$ cat config.mk
export PLATFORM = sky130hd
export DESIGN_NAME = module_divider_flat
export DESIGN_NICKNAME = d
export VERILOG_FILES = /design/src/rtl/module_divider_if.sv /design/src/rtl/module_divider.sv /design/src/flat_wrapper.sv
export SDC_FILE = /design/constraint.sdc
export NUM_CORES = 1
export LEC_CHECK = 0
export CAP_MARGIN = 5
export CORE_MARGIN = 8
export CORE_UTILIZATION = 53
export CTS_CLUSTER_DIAMETER = 40
export DETAILED_ROUTE_END_ITERATION = 7
export PLACE_DENSITY = 0.79
export SLEW_MARGIN = 0
export SYNTH_ARGS = -nofsm -noshare
export SYNTH_HDL_FRONTEND = slang
export SYNTH_SLANG_ARGS = --single-unit
$ cat constraint.sdc
create_clock -name clock -period 2.45 [get_ports clock]
set_input_delay 0.245 -clock clock [delete_from_list [all_inputs] [get_ports clock]]
set_output_delay 0.245 -clock clock [all_outputs]
set_load 0.03 [all_outputs]
$ cat src/rtl/module_divider_if.sv
// Operand/result handshake bundle for module_divider.
//   start        : request a division (sampled on the rising clock edge)
//   dividend1    : dividend, captured only on an accepted start
//   divisor1     : divisor, captured only on an accepted start
//   quotient     : registered quotient of the last completed operation
//   remainder    : registered remainder of the last completed operation
//   busy         : high while an operation is in progress
//   done         : one-cycle pulse when quotient/remainder update
//   div_by_zero  : set when the last completed operation had a zero divisor
interface module_divider_if #(
  parameter int DIVIDEND_W = 8,
  parameter int DIVISOR_W  = 4
);
  logic                  start;
  logic [DIVIDEND_W-1:0] dividend1;
  logic [DIVISOR_W-1:0]  divisor1;
  logic [DIVIDEND_W-1:0] quotient;
  logic [DIVISOR_W-1:0]  remainder;
  logic                  busy;
  logic                  done;
  logic                  div_by_zero;

  modport master (
    output start, dividend1, divisor1,
    input  quotient, remainder, busy, done, div_by_zero
  );

  modport slave (
    input  start, dividend1, divisor1,
    output quotient, remainder, busy, done, div_by_zero
  );
endinterface

$ cat src/rtl/module_divider.sv
// Sequential restoring shift-subtract divider, one quotient bit per clock.
// Companion of the shift-add multiplier; shares its start/busy handshake.
// Ports:
//   clock : system clock, all state updates on the rising edge
//   reset : synchronous, active-high reset
//   bus   : module_divider_if.slave (operands in, registered results out)
//
// state | meaning
// IDLE  | waiting for start; results held; done may be pulsing
// RUN   | one restoring iteration per cycle, counter DIVIDEND_W-1 down to 0
// ZERO  | divisor was zero; publish saturated quotient next edge
module module_divider #(
  parameter int DIVIDEND_W = 8,
  parameter int DIVISOR_W  = 4
) (
  input logic             clock,
  input logic             reset,
  module_divider_if.slave bus
);
  localparam int CNT_W = (DIVIDEND_W > 1) ? $clog2(DIVIDEND_W) : 1;

  typedef enum logic [1:0] {IDLE, RUN, ZERO} state_t;

  state_t                state_q;
  logic [CNT_W-1:0]      cnt_q;
  logic [DIVIDEND_W-1:0] dvd_q;
  logic [DIVIDEND_W-1:0] quo_sh_q;
  logic [DIVISOR_W-1:0]  dsr_q;
  logic [DIVISOR_W:0]    prem_q;
  logic [DIVIDEND_W-1:0] quotient_q;
  logic [DIVISOR_W-1:0]  remainder_q;
  logic                  busy_q;
  logic                  done_q;
  logic                  dbz_q;

  logic [DIVISOR_W:0]    shifted;
  logic                  qbit_d;
  logic [DIVISOR_W:0]    prem_d;
  logic [DIVIDEND_W-1:0] quo_sh_d;

  // The partial remainder is always below the divisor, so after shifting in
  // the next dividend bit it fits in DIVISOR_W+1 bits and the trial subtract
  // reduces to an unsigned compare.
  always_comb begin
    shifted  = (prem_q << 1) | {{DIVISOR_W{1'b0}}, dvd_q[DIVIDEND_W-1]};
    qbit_d   = (shifted >= {1'b0, dsr_q});
    prem_d   = qbit_d ? (shifted - {1'b0, dsr_q}) : shifted;
    quo_sh_d = (quo_sh_q << 1) | {{(DIVIDEND_W-1){1'b0}}, qbit_d};
  end

  always_ff @(posedge clock) begin
    if (reset) begin
      state_q     <= IDLE;
      cnt_q       <= '0;
      dvd_q       <= '0;
      quo_sh_q    <= '0;
      dsr_q       <= '0;
      prem_q      <= '0;
      quotient_q  <= '0;
      remainder_q <= '0;
      busy_q      <= 1'b0;
      done_q      <= 1'b0;
      dbz_q       <= 1'b0;
    end else begin
      done_q <= 1'b0;
      case (state_q)
        IDLE: begin
          if (bus.start) begin
            dvd_q    <= bus.dividend1;
            dsr_q    <= bus.divisor1;
            prem_q   <= '0;
            quo_sh_q <= '0;
            cnt_q    <= CNT_W'(DIVIDEND_W - 1);
            busy_q   <= 1'b1;
            state_q  <= (bus.divisor1 == '0) ? ZERO : RUN;
          end
        end
        RUN: begin
          dvd_q    <= dvd_q << 1;
          prem_q   <= prem_d;
          quo_sh_q <= quo_sh_d;
          if (cnt_q == '0) begin
            quotient_q  <= quo_sh_d;
            remainder_q <= prem_d[DIVISOR_W-1:0];
            dbz_q       <= 1'b0;
            busy_q      <= 1'b0;
            done_q      <= 1'b1;
            state_q     <= IDLE;
          end else begin
            cnt_q <= cnt_q - 1'b1;
          end
        end
        ZERO: begin
          quotient_q  <= '1;
          remainder_q <= '0;
          dbz_q       <= 1'b1;
          busy_q      <= 1'b0;
          done_q      <= 1'b1;
          state_q     <= IDLE;
        end
        default: begin
          busy_q  <= 1'b0;
          state_q <= IDLE;
        end
      endcase
    end
  end

  assign bus.quotient    = quotient_q;
  assign bus.remainder   = remainder_q;
  assign bus.busy        = busy_q;
  assign bus.done        = done_q;
  assign bus.div_by_zero = dbz_q;
endmodule

$ cat src/flat_wrapper.sv
// flat-port wrapper written by rule: the top's interface ports become plain ports
module module_divider_flat 
#(
  parameter int DIVIDEND_W = 8,
  parameter int DIVISOR_W  = 4
)
  (clock, reset, bus_start, bus_dividend1, bus_divisor1, bus_quotient, bus_remainder, bus_busy, bus_done, bus_div_by_zero);
  module_divider_if #(.DIVIDEND_W(DIVIDEND_W), .DIVISOR_W(DIVISOR_W)) bus_i ();
  input logic clock;
  input logic reset;
  input wire logic [$bits(bus_i.start)-1:0] bus_start;
  input wire logic [$bits(bus_i.dividend1)-1:0] bus_dividend1;
  input wire logic [$bits(bus_i.divisor1)-1:0] bus_divisor1;
  output wire logic [$bits(bus_i.quotient)-1:0] bus_quotient;
  output wire logic [$bits(bus_i.remainder)-1:0] bus_remainder;
  output wire logic [$bits(bus_i.busy)-1:0] bus_busy;
  output wire logic [$bits(bus_i.done)-1:0] bus_done;
  output wire logic [$bits(bus_i.div_by_zero)-1:0] bus_div_by_zero;
  assign bus_i.start = bus_start;
  assign bus_i.dividend1 = bus_dividend1;
  assign bus_i.divisor1 = bus_divisor1;
  assign bus_quotient = bus_i.quotient;
  assign bus_remainder = bus_i.remainder;
  assign bus_busy = bus_i.busy;
  assign bus_done = bus_i.done;
  assign bus_div_by_zero = bus_i.div_by_zero;
  module_divider #(.DIVIDEND_W(DIVIDEND_W), .DIVISOR_W(DIVISOR_W)) u_core (.clock(clock), .reset(reset), .bus(bus_i));
endmodule
=== Word-level counts from Yosys, hierarchy flattened ===
Cells that the tools add are included.

* Bits in registers: 43
* Bits of input ports: 15
* Output and inout port bits: 15
* Logic and storage cells: 55

* $add $sub $neg: 2
* Magnitude comparators: 1
* Equality and inequality tests: 5
* Mux-type cells: 24
* Bitwise operators: 2
* Reductions and logical operators: 10

{| class="wikitable"
|+ Operator list
! operator !! count
|-
| $pmux W8 S2 || 2
|-
| $mux W8 || 2
|-
| $pmux W4 S2 || 2
|-
| $pmux W7 S2 || 1
|-
| $mux W4 || 3
|-
| $or A8 B1 Y8 || 1
|-
| $reduce_and A2 Y1 || 4
|-
| $mux W7 || 1
|-
| $mux W2 || 3
|-
| $mux W3 || 2
|-
| $pmux W1 S2 || 3
|-
| $pmux W3 S2 || 1
|-
| $ge A5 B4 Y1 || 1
|-
| $or A5 B1 Y5 || 1
|-
| $logic_not A4 Y1 || 1
|-
| $ne A2 B2 Y1 const B || 2
|-
| $pmux W2 S2 || 1
|-
| $reduce_bool A2 Y1 || 2
|-
| $sub A4 B4 Y4 || 1
|-
| $logic_not A3 Y1 || 1
|-
| $mux W1 || 3
|-
| $reduce_and A3 Y1 || 1
|-
| $sub A3 B1 Y3 const B || 1
|-
| $eq A2 B1 Y1 const B || 1
|-
| 3 further kinds || 3
|}

=== Depth between registers and ports, before layout ===
Gate-level depths: netlist of run 1.

* Word-level depth: 5
* Gate-level depth with buffers: 9
* Depth with buffers taken out: 8

=== Least setup slack after synthesis of run 1 ===
Ideal clock, no wire load.

* Path kind: reg-to-reg
* Start point: register u_core.dvd_q[7]
* End point: register u_core.remainder_q[0] (netlist: u_core.bus.remainder[0])
* Setup time: 0.117 ns
* Data arrival time: 1.571 ns
* Data required time: 2.333 ns
* Slack: 0.761 ns
* Stages on the path, launching flop included: 8
* Buffers on the path: 0
* Clock period less this slack: 1.689 ns
* Cells stage by stage: dfxtp_1 -> inv_1 -> ha_1 -> nand2b_1 -> a211oi_2 -> o21ai_2 -> mux2i_1 -> a32o_1

* Word-level cells in the longest chain between the ends: 5
* Elaborated cells between the ends (all ways): 6
* Those cells by class: 1 x add/sub; 1 x order compare; 3 x mux; 1 x bitwise

{| class="wikitable"
|+ RTL lines
! item !! line !! text
|-
| start, declared || module_divider.sv:26 || <nowiki>logic [DIVIDEND_W-1:0] dvd_q;</nowiki>
|-
| start signal, assigned || module_divider.sv:69 || <nowiki>dvd_q <= bus.dividend1;</nowiki>
|-
| start signal, assigned || module_divider.sv:79 || <nowiki>dvd_q <= dvd_q << 1;</nowiki>
|-
| $or A5 B1 Y5 * || module_divider.sv:45 || <nowiki>shifted = (prem_q << 1) | {{DIVISOR_W{1'b0}}, dvd_q[DIVIDEND_W-1]};</nowiki>
|-
| $sub A4 B4 Y4 / $ge A5 B4 Y1 (equally long branches) || module_divider.sv:47, module_divider.sv:46 ||
|-
| $mux W4 * || module_divider.sv:47 || <nowiki>prem_d = qbit_d ? (shifted - {1'b0, dsr_q}) : shifted;</nowiki>
|-
| $mux W4 * || module_divider.sv:82 || <nowiki>if (cnt_q == '0) begin</nowiki>
|-
| $pmux W4 S2 * || module_divider.sv:66 || <nowiki>case (state_q)</nowiki>
|-
| end signal, assigned || module_divider.sv:84 || <nowiki>remainder_q <= prem_d[DIVISOR_W-1:0];</nowiki>
|-
| end, declared || module_divider.sv:31 || <nowiki>logic [DIVISOR_W-1:0] remainder_q;</nowiki>
|}

Mark *: on every way between the ends. The rest lies on a longest branch, timed or not. The select of a mux whose other input is x is not followed.
A chain may end at the register's enable or synchronous reset.

=== Final worst setup path of run 1 ===
* Start point: register u_core.state_q[0]
* End point: register u_core.cnt_q[1]

* Word-level cells in the longest chain between the ends: 3
* Elaborated cells between the ends (all ways): 7
* Those cells by class: 3 x eq/ne; 1 x mux; 3 x reduce/logical

{| class="wikitable"
|+ RTL lines
! item !! line !! text
|-
| start, declared || module_divider.sv:24 || <nowiki>state_t state_q;</nowiki>
|-
| start signal, assigned || module_divider.sv:75 || <nowiki>state_q <= (bus.divisor1 == '0) ? ZERO : RUN;</nowiki>
|-
| $eq A2 B1 Y1 / $logic_not A2 Y1 (equally long branches) || module_divider.sv:66 ||
|-
| $ne A2 B2 Y1 (no source line) / $reduce_bool A2 Y1 (equally long branches) || - ||
|-
| $reduce_and A3 Y1 (no source line) || - ||
|-
| end signal, assigned || module_divider.sv:73 || <nowiki>cnt_q <= CNT_W'(DIVIDEND_W - 1);</nowiki>
|-
| end signal, assigned || module_divider.sv:90 || <nowiki>cnt_q <= cnt_q - 1'b1;</nowiki>
|-
| end, declared || module_divider.sv:25 || <nowiki>logic [CNT_W-1:0] cnt_q;</nowiki>
|}

Parallel ways exist; a longest one is shown, timed or not.

==> impl_results.md, run 1 <==
- Status: complete, no violations
- Starting DRC count in detailed routing: 90
- Maximum vdd ir drop: 0.347 mV
- Worst slew pin tran: 0.515 ns
- Top-count cell post-synth: dfxtp_1
- Most frequent cells after synthesis: 43 x dfxtp_1, 27 x nor2_1, 18 x a21oi_1, 18 x nand2_1, 15 x o21ai_0
- CTS resizes: 0
- Total track usage: 0.145
- Cts hold-fix bufs: 0
- Row count: 22
- Dominant cells by area after synthesis: dfxtp_1 45%, ha_1 5.8%, nor2_1 5.3%, mux2i_1 5.2%, a21oi_1 4.7%
- Syn Inst Count: 221
- Grt met1 use: 0.185
- WP data required: 2.73 ns
- Skew final: 0.00657 ns
- Die height: 76.3 µm
- Cells along the critical path: inv_1 -> ha_1 -> nand2b_1 -> o21a_1 -> buf_4 -> a21oi_1 -> a311oi_1
- Final net count: 274
- Kind of critical path: register to register
- Io pins: 30
- Max Fclk: 523 MHz
- Initial Util: 0.538
- Num CTS Buffers: 5
- Hold path depth: 2
- Minimum clock period: 1.91 ns
- Reg2reg start: u_core.state_q[0]$_SDFFE_PP0P_
- Hpwl dp: 3010 µm
- Seq/Total Area, Yosys: 0.447
- Worst Slack Setup Final: 0.537 ns
- Endpoints failing hold: 0
- Crit-path max cell delay: 0.38 ns
- Rel. slew slack: 0.654
- CP Capture Type: register
- Met3 Use GR: 0.0507
- Clk buf depth: 2
- Largest net degree at the start of global routing: 30
- Worst Hold End: u_core.bus.remainder[2]$_SDFFE_PP0P_
- Drt drc: 0
- Leakage: 0.000871 µW
- Initial antenna violation count: 0
- Seq cells post-synth: 43
- FF-to-FF End: u_core.cnt_q[1]$_SDFFE_PP0P_
- Total wire length: 4050 µm
- Wire length per cell: 13.6 µm
- Post-synth top area share: 0.447
- Setup crit start: u_core.state_q[0]$_SDFFE_PP0P_
- Total global routing overflow: 0
- H-Tree Depth: 2
- DP Worst Slack: 0.580 ns
- RSZ-0062 raised after global routing: no
- First-pass GRT wire length: 7050 µm
- Syn nets: 246
- EDFF count, synth: 0
- Met2 usage: 0.217
- Final Util: 0.644
- Share of flip-flops with an asynchronous set or reset: 0
- Hold Startpoint: u_core.bus.remainder[2]$_SDFFE_PP0P_
- Core footprint: 3580 µm²
- ANT cells: 0
- Final instance area: 2300 µm²
- Worst path slowest cell: dfxtp_1
- GP Congestion: 0.808
- Area grow syn2layout: 19.6%
- Pins Over Slew Limit: 0
- Worst min path class: register to register
- Vias in the first global route: 1,534
- Power per cell area: 673 nW/µm²
- Post-synth top area cell: dfxtp_1
- Vias: 1,647
- Endpoints failing setup: 0
- Clk sink count: 43
- CTS tree: done
- Layout Cells excl Fill: 298
- R2R cell count: 7
- DIE WIDTH: 76.3 µm
- R2r setup slk: 0.54 ns
- Port Buf Inserts: 29
- Placed Cells incl. Taps: 290
- Clk root buf: clkbuf_4
- Layout cells sized above 1: 0.0560
- Netlist cell types: 34
- Post-DRT Antenna Nets: 0
- Global routing's busiest layer: met2
- CP Max Fanout: 14
- Cell area after synthesis: 1930 µm²
- Die area: 5820 µm²
- Final Cycle Share: 0.781
- Clk slew on worst S/H paths: 0.13 ns
- CP Launch Type: register
- Max-Cap Viols: 0
- Top_reg_cell synth: dfxtp_1
- Placed Area: 2250 µm²
- Synth warn: 0
- Clock latency on the worst-skew pair: 0.36 ns
- Total negative slack: 0 ns
- Syn avg cell area: 8.71 µm²
- Post-CTS setup repair buffer count: 0
- First-pass DRT Iterations: 4
- Routed vias/inst: 5.53
- CP arrival: 2.19 ns
[metal layers]
layer / up-vias / routed length (µm)
met5: - / 0
li1: 846 / -
met1: 758 / 1920
met2: 37 / 1860
met3: 6 / 217
met4: 0 / 57
[sequential cells by signal, summed over array words and instances, names as in the netlist]
register                flops
u_core.bus.busy             1
u_core.bus.div_by_zero      1
u_core.bus.done             1
u_core.bus.quotient         8
u_core.bus.remainder        4
u_core.cnt_q                3
u_core.dsr_q                4
u_core.dvd_q                8
u_core.prem_q               4
u_core.quo_sh_q             7
u_core.state_q              2
[power by group]
part,switching (µW),internal (µW)
Sequential,32.6,757
Clock,237,111
Combinational,236,176
Total,506,1040
[worst max-delay path by stage]
stage,end
after floorplan,u_core.bus.remainder[0]$_SDFFE_PP0P_
after global placement,u_core.prem_q[0]$_SDFFE_PP0P_
after detailed placement,u_core.cnt_q[1]$_SDFFE_PP0P_
after CTS,u_core.cnt_q[1]$_SDFFE_PP0P_
final,u_core.cnt_q[1]$_SDFFE_PP0P_
after global routing,u_core.cnt_q[1]$_SDFFE_PP0P_
[worst max-delay path: cells and delay by family, from the launching register on]
family | cells | cell delay [ns]
buffers and inverters | 2 | 0.30
flip-flops | 1 | 0.38
AND/OR/NAND/NOR | 1 | 0.24
AO/OA/AOI/OAI | 3 | 0.56
adder cells (fa/ha/maj) | 1 | 0.35
[cell families (layout without fill, tap and decap cells)]
logic type,count (synthesis),in the layout,share of synthesized area
adder cells (fa/ha/maj),10,10,0.0689
AO/OA/AOI/OAI,71,71,0.236
multiplexers,10,10,0.0520
AND/OR/NAND/NOR,60,60,0.133
XOR/XNOR,1,1,0.00455
buffers and inverters,26,55,0.0585
flip-flops,43,43,0.447
[cell usage in the layout (no fill, tap or decap), drive strengths merged, types with 2 or more instances in the layout]
| master | Yosys | final |
|---|---|---|
| a211oi | 8 | 8 |
| a21oi | 18 | 18 |
| a22oi | 9 | 9 |
| a311oi | 2 | 2 |
| a32o | 2 | 2 |
| buf | 7 | 5 |
| clkbuf | 6 | 6 |
| clkdlybuf4s50 | 0 | 29 |
| dfxtp | 43 | 43 |
| ha | 9 | 9 |
| inv | 13 | 13 |
| mux2i | 10 | 10 |
| nand2 | 18 | 18 |
| nand2b | 3 | 3 |
| nand3 | 5 | 5 |
| nor2 | 27 | 27 |
| nor3 | 3 | 3 |
| o21ai | 17 | 17 |
| o22ai | 8 | 8 |
| o31ai | 2 | 2 |
| o32ai | 2 | 2 |
[metrics by stage]
step	total power [µW]	hold slack (ns)
after floorplan	1100	0.392
after global placement	1210	0.437
after detailed placement	1220	0.444
after CTS	1560	0.463
after global routing	1640	0.475
final	1550	0.464
[area by class of cell]
class,instances,area [µm²]
flip-flops and latches,43,861
clock buffers,6,41.3
multi-input cells,152,952
inverters,13,48.8
fillers,323,1270
repair buffers,34,328
clock inverters,2,12.5
well taps,48,60.1
Power figures use the tool's default switching activity.
==> run 2: changes to the inputs <==
clock period = 1.9 ns   (was 2.45 ns; I/O delays follow)
==> impl_results.md, run 2 (synthesized netlist as in run 1, its figures left out) <==
- Final Cycle Share: 0.949 (+0.168)
- Cells along the critical path: inv_1 -> ha_1 -> nand2b_4 -> a211oi_4 -> nor2_1 -> a211o_1 -> o31ai_2
- Total track usage: 0.150 (+0.00512)
- Commonest non-fill, non-tap cell in the layout: dfxtp_1
- Max Fclk: 555 MHz (+6.2%)
- First-pass GRT wire length: 7200 µm (+2.2%)
- CP Launch Type: register
- Row count: 22 (unchanged)
- Cell family with most CP delay: compound AO/OA/AOI/OAI gates
- Die area: 5820 µm² (unchanged)
- Final instance area: 2410 µm² (+4.7%)
- ANT cells: 0 (unchanged)
- Port Buf Inserts: 29 (unchanged)
- DIE WIDTH: 76.3 µm (unchanged)
- GP Congestion: 0.792 (-2.0%)
- Post-CTS setup repair buffer count: 0 (unchanged)
- Clk root buf: clkbuf_4
- Final Util: 0.674 (+0.0304)
- Max-Cap Viols: 0 (unchanged)
- Die height: 76.3 µm (unchanged)
- Worst min path class: input pin to register
- Drt drc: 0 (unchanged)
- Initial Util: 0.538 (unchanged)
- Overall power: 2090 µW (+35%)
- Most frequent cells in the layout: 42 x dfxtp_1, 29 x clkdlybuf4s50_1, 27 x nor2_1
- Endpoints failing setup: 0 (unchanged)
- CTS tree: done
- First-pass DRT Iterations: 4 (unchanged)
- Layout cells sized above 1: 0.101 (+0.0448)
- Total wire length: 4460 µm (+10%)
- Global routing's busiest layer: met2
- Wire length per cell: 14.6 µm (+7.2%)
- Clk sink count: 43 (unchanged)
- Largest net degree at the start of global routing: 18 (-40%)
- Vias: 1,721 (+4.5%)
- Power per cell area: 867 nW/µm² (+29%)
- Grt met1 use: 0.169 (-0.0162)
- Layout Cells excl Fill: 306 (+2.7%)
- Footprint of the multi-input gates: 980 µm² (+2.9%)
- Io pins: 30 (unchanged)
- Met3 Use GR: 0.0519 (+0.00118)
- Placed Area: 2320 µm² (+3.2%)
- Hold slack: 0.410 ns (-0.0542 ns)
- Rel. slew slack: 0.705 (+0.0502)
- Met2 usage: 0.249 (+0.0326)
- Num CTS Buffers: 5 (unchanged)
- Final net count: 282 (+2.9%)
- Worst path slowest cell: dfxtp_2
- Filler cell count: 307 (-5.0%)
- Leakage: 0.000924 µW (+6.2%)
- CP arrival: 2.08 ns (-0.11 ns)
- CP Max Fanout: 2 (-12)
- Clk buf depth: 2 (unchanged)
- Clock latency on the worst-skew pair: 0.36 ns (about the same)
- Worst slew pin tran: 0.439 ns (-0.0764 ns)
- Critical path buffers and inverters: 1 (-1)
- CP Capture Type: register
- Clk slew on worst S/H paths: 0.13 ns (about the same)
- Minimum clock period: 1.80 ns (-0.111 ns)
- Endpoints failing hold: 0 (unchanged)
- Kind of critical path: register to register
- Routed vias/inst: 5.62 (+1.8%)
- Initial antenna violation count: 0 (unchanged)
- Total global routing overflow: 0 (unchanged)
- Vias in the first global route: 1,609 (+4.9%)
- Skew final: 0.0127 ns (+0.00617 ns)
- WP data required: 2.18 ns (-0.55 ns)
- Maximum vdd ir drop: 0.670 mV (+93%)
- Pins Over Slew Limit: 0 (unchanged)
- Crit-path max cell delay: 0.35 ns (-0.03 ns)
- H-Tree Depth: 2 (unchanged)
- Placed Cells incl. Taps: 298 (+2.8%)
- FF+latch area: 862 µm² (+0.15%)
- Hpwl dp: 3340 µm (+11%)
- Starting DRC count in detailed routing: 107 (+19%)
- Area grow syn2layout: 25.3%
- Core footprint: 3580 µm² (unchanged)
- Post-DRT Antenna Nets: 0 (unchanged)
- Status: complete, no violations
run 2: cell types whose count changed in the layout (fill, tap and decap cells not counted), sizes merged:
cell      before  now
clkinv         1    0
clkbuf         6    5
clkinvlp       1    2
buf            5   13
inv           13   14
run 2: tightest hold or removal path, delay by kind of cell:
family | cells | cell delay, ns
and+or+nand+nor | 1 | 0.07
buffers and inverters | 1 | 0.41
AOI/OAI and AO/OA | 1 | 0.06
run 2: layer usage:
metal,routed length (µm),share of wire,vias to the layer above
li1,-,-,859
met1,1970,0.44,831
met4,57,0.013,0
met3,189,0.042,5
met2,2250,0.50,26
met5,0,0,-
run 2: layout make-up:
type | instances | area share
flip-flops and latches | 43 | 0.357
multi-input cells | 152 | 0.406
inverters | 13 | 0.0202
well taps | 48 | 0.0249
clock inverters | 3 | 0.00985
clock buffers | 5 | 0.0156
repair buffers | 42 | 0.166
run 2: report_power, final:
part | internal [µW] | switching, µW | leakage (µW) | total [µW]
Combinational | 266 | 332 | 0.000544 | 598
Sequential | 977 | 42.0 | 0.000352 | 1020
Clock | 148 | 326 | 0.0000278 | 475
Total | 1390 | 700 | 0.000924 | 2090
run 2: final timing paths:
kind | from | endpoint | slack (ns) | cells past startpoint
worst max-delay path | u_core.dvd_q[7]$_SDFFE_PP0P_ | u_core.prem_q[3]$_SDFFE_PP0P_ | 0.1 | 7
worst min-delay path | bus_divisor1[3] | u_core.dsr_q[3]$_SDFFE_PP0P_ | 0.41 | 3
worst max register to register | u_core.dvd_q[7]$_SDFFE_PP0P_ | u_core.prem_q[3]$_SDFFE_PP0P_ | 0.1 | 7
worst min register to register | u_core.dsr_q[1]$_SDFFE_PP0P_ | u_core.dsr_q[1]$_SDFFE_PP0P_ | 0.47 | 2
run 2: what timing repair did:
action,CTS,global route
resized for setup,0,5
setup endpoints to repair,0,5
hold buffers,0,0
run 2: metrics by stage:
step	worst slack [ns]	TNS, ns
final	0.0978	0
after global routing	-0.00608	-0.00608
after CTS	0.0189	0
after detailed placement	0.0532	0
after global placement	0.136	0
after floorplan	0.211	0
==> run 3: changes to the inputs <==
CTS_CLUSTER_DIAMETER = 60   (was 40)
==> results of run 3 <==
Same layout as run 2: the final DEF is identical, and so are final timing and power.
==> variant: new RTL, flow settings as in run 3 <==
`DIVISOR_W` is set to 4 in 3 places; all go to 5.
--- a/src/rtl/module_divider_if.sv
+++ b/src/rtl/module_divider_if.sv
@@ -9,7 +9,7 @@
 //   div_by_zero  : set when the last completed operation had a zero divisor
 interface module_divider_if #(
   parameter int DIVIDEND_W = 8,
-  parameter int DIVISOR_W  = 4
+  parameter int DIVISOR_W  = 5
 );
   logic                  start;
   logic [DIVIDEND_W-1:0] dividend1;
--- a/src/rtl/module_divider.sv
+++ b/src/rtl/module_divider.sv
@@ -11,7 +11,7 @@
 // ZERO  | divisor was zero; publish saturated quotient next edge
 module module_divider #(
   parameter int DIVIDEND_W = 8,
-  parameter int DIVISOR_W  = 4
+  parameter int DIVISOR_W  = 5
 ) (
   input logic             clock,
   input logic             reset,
--- a/src/flat_wrapper.sv
+++ b/src/flat_wrapper.sv
@@ -2,7 +2,7 @@
 module module_divider_flat 
 #(
   parameter int DIVIDEND_W = 8,
-  parameter int DIVISOR_W  = 4
+  parameter int DIVISOR_W  = 5
 )
   (clock, reset, bus_start, bus_dividend1, bus_divisor1, bus_quotient, bus_remainder, bus_busy, bus_done, bus_div_by_zero);
   module_divider_if #(.DIVIDEND_W(DIVIDEND_W), .DIVISOR_W(DIVISOR_W)) bus_i ();
Ports: changed (resized bus_divisor1 and bus_remainder); port bits go from 30 to 32. No check against the original RTL was run, so the function may have changed too.
==> variant against run 3 <==
Area after synthesis rose by 13%; worst setup slack improved by 0.025 ns; sequential share of layout area fell by 1.2 points; hold slack improved by 0.048 ns; total power rose by 22%; largest power group unchanged; routed wire length rose by 7.4%; sequential cell count rose by 3; first-iteration DRC count fell by 25%; final area rose by 10%.
==> variant: results (changes against run 3) <==
| Metric | Value |
|---|---|
| Status | `complete, no violations` |
| Critical path peak fanout | `6 (+4)` |
| DR WL met2 | `2332 um (+3.8%)` |
| Post-layout nets | `307 (+8.9%)` |
| Drt first-iter violations | `80 (-25%)` |
| Synth top area cells | `dfxtp_1, nor2_1, ha_1` |
| Global-route usage over all layers | `0.1635 (+0.01387)` |
| Share of layout cells above drive strength 1 | `0.09253 (-0.008249)` |
| Global Route met2 Usage | `0.2813 (+0.03197)` |
| First-pass GRT wire length | `8438 um (+17%)` |
| Library cells used by synthesis | `39 (+15%)` |
| Worst skew pair latency | `0.30 ns (-0.06 ns)` |
| Hold Path Sink | `u_core.dsr_q[4]` |
| Dpl cells | `322 (+8.1%)` |
| Drt total wl | `4789 um (+7.4%)` |
| HP Class | `reg -> reg` |
| Antenna diodes | `0 (unchanged)` |
| I/O Buffers | `31 (+6.9%)` |
| Min-Delay Startpoint | `u_core.dsr_q[4]` |
| Post-DP HPWL | `3509 um (+5.0%)` |
| Worst r2r dst | `u_core.bus.remainder[0]` |
| Largest net degree at the start of global routing | `40 (+22)` |
| Clk buf depth | `2 (unchanged)` |
| Syn nets | `272 (+11%)` |
| Register area share after synthesis | `0.4245 (-0.02259)` |
| Placed cell areas | `0.002562 mm^2 (+10%)` |
| Initial antenna violation count | `0 (unchanged)` |
| Met1 Track Usage GR | `0.1886 (+0.01962)` |
| Final cell count without fillers | `331 (+8.2%)` |
| Pre-antenna DRT Iters | `4 (unchanged)` |
| Worst vdd ir | `0.5221 mV (-22%)` |
| Reg clk slew, reported paths | `0.09 ns (-0.04 ns)` |
| Vias in the first global route | `1,892 (+18%)` |
| Syn_area_per_cell | `8.855 um^2 (+1.6%)` |
| Worst hold stages | `2 (-1)` |
| Fin Hold WS | `0.4573 ns (+0.04756 ns)` |
| Global placement routability congestion | `0.8034 (+1.5%)` |
| Post-Place Worst Slack | `-0.03228 ns (-0.08546 ns)` |
| Vias | `1,843 (+7.1%)` |
| LEAKAGE | `1.031 nW (+12%)` |
| R2R depth | `8 (+1)` |
| Max transition margin | `0.5732 (-0.1313)` |
| Total gr overflow | `0 (unchanged)` |
| Worst clock skew | `0.006336 ns (-0.006405 ns)` |
| Post-Route M1 WL | `2188 um (+11%)` |
| Worst path arrival time | `1.98 ns (-0.10 ns)` |
| Root buffer cell | `clkbuf_8` |
| DR WL met3 | `210 um (+11%)` |
| Top post-synthesis cells by count | `dfxtp_1, nor2_1, nand2_1, a21oi_1, inv_1` |
| Met3 GRT Util | `0.04730 (-0.004589)` |
[variant: area by class of cell]
cell class                 instances  area (um^2)
sequential                        46        920.9
clock buffer                       6        72.57
fill                             346         1306
clock inverter                     2        13.76
inverter                          14        52.55
tap                               50        62.56
multi-input combinational        172         1145
timing repair buffer              41        397.9
[variant: kinds of logic (layout without fill, tap and decap cells)]
family | after synthesis | count (layout) | share of synthesized area
AOI/OAI and AO/OA | 62 | 62 | 0.2047
xor gates and xnor gates | 3 | 3 | 0.01211
muxes | 14 | 14 | 0.06747
buffers and inverters | 27 | 63 | 0.05190
DFF | 46 | 46 | 0.4245
and+or+nand+nor | 82 | 82 | 0.1724
adders and majority gates | 11 | 11 | 0.06690
[variant: worst max-delay path by stage]
stage	end	slack, ns	cells after the start
3_5_place_dp	u_core.bus.remainder[0]	-0.03	8
4_1_cts	u_core.bus.remainder[0]	0.04	8
5_1_grt	u_core.bus.remainder[0]	0.003	8
3_3_place_gp	u_core.bus.remainder[0]	0.02	8
2_1_floorplan	u_core.bus.remainder[0]	0.05	8
6_report	u_core.bus.remainder[0]	0.12	8
[variant: repair_timing]
item | in CTS | in global routing
endpoints found under the setup margin | 3 | 7
gates resized for setup | 1 | 2
setup buffers | 0 | 1
hold buffers | 0 | 0
pin swaps | 0 | 1
[variant: worst max-delay path, stage by stage, from the launching register on]
cell	delay, ns
dfxtp_1	0.31
inv_1	0.06
ha_1	0.15
inv_1	0.06
fa_2	0.36
a21oi_2	0.19
o221ai_4	0.17
mux2i_1	0.17
a22o_1	0.21
[variant: report_power, final]
group	total (W)	internal (W)	leakage [nW]	switching (W)
sequential	0.00112	0.00106	0.376	0.0000582
clock	0.000592	0.000260	0.0452	0.000332
combinational	0.000834	0.000379	0.610	0.000454
total	0.00254	0.00170	1.03	0.000845
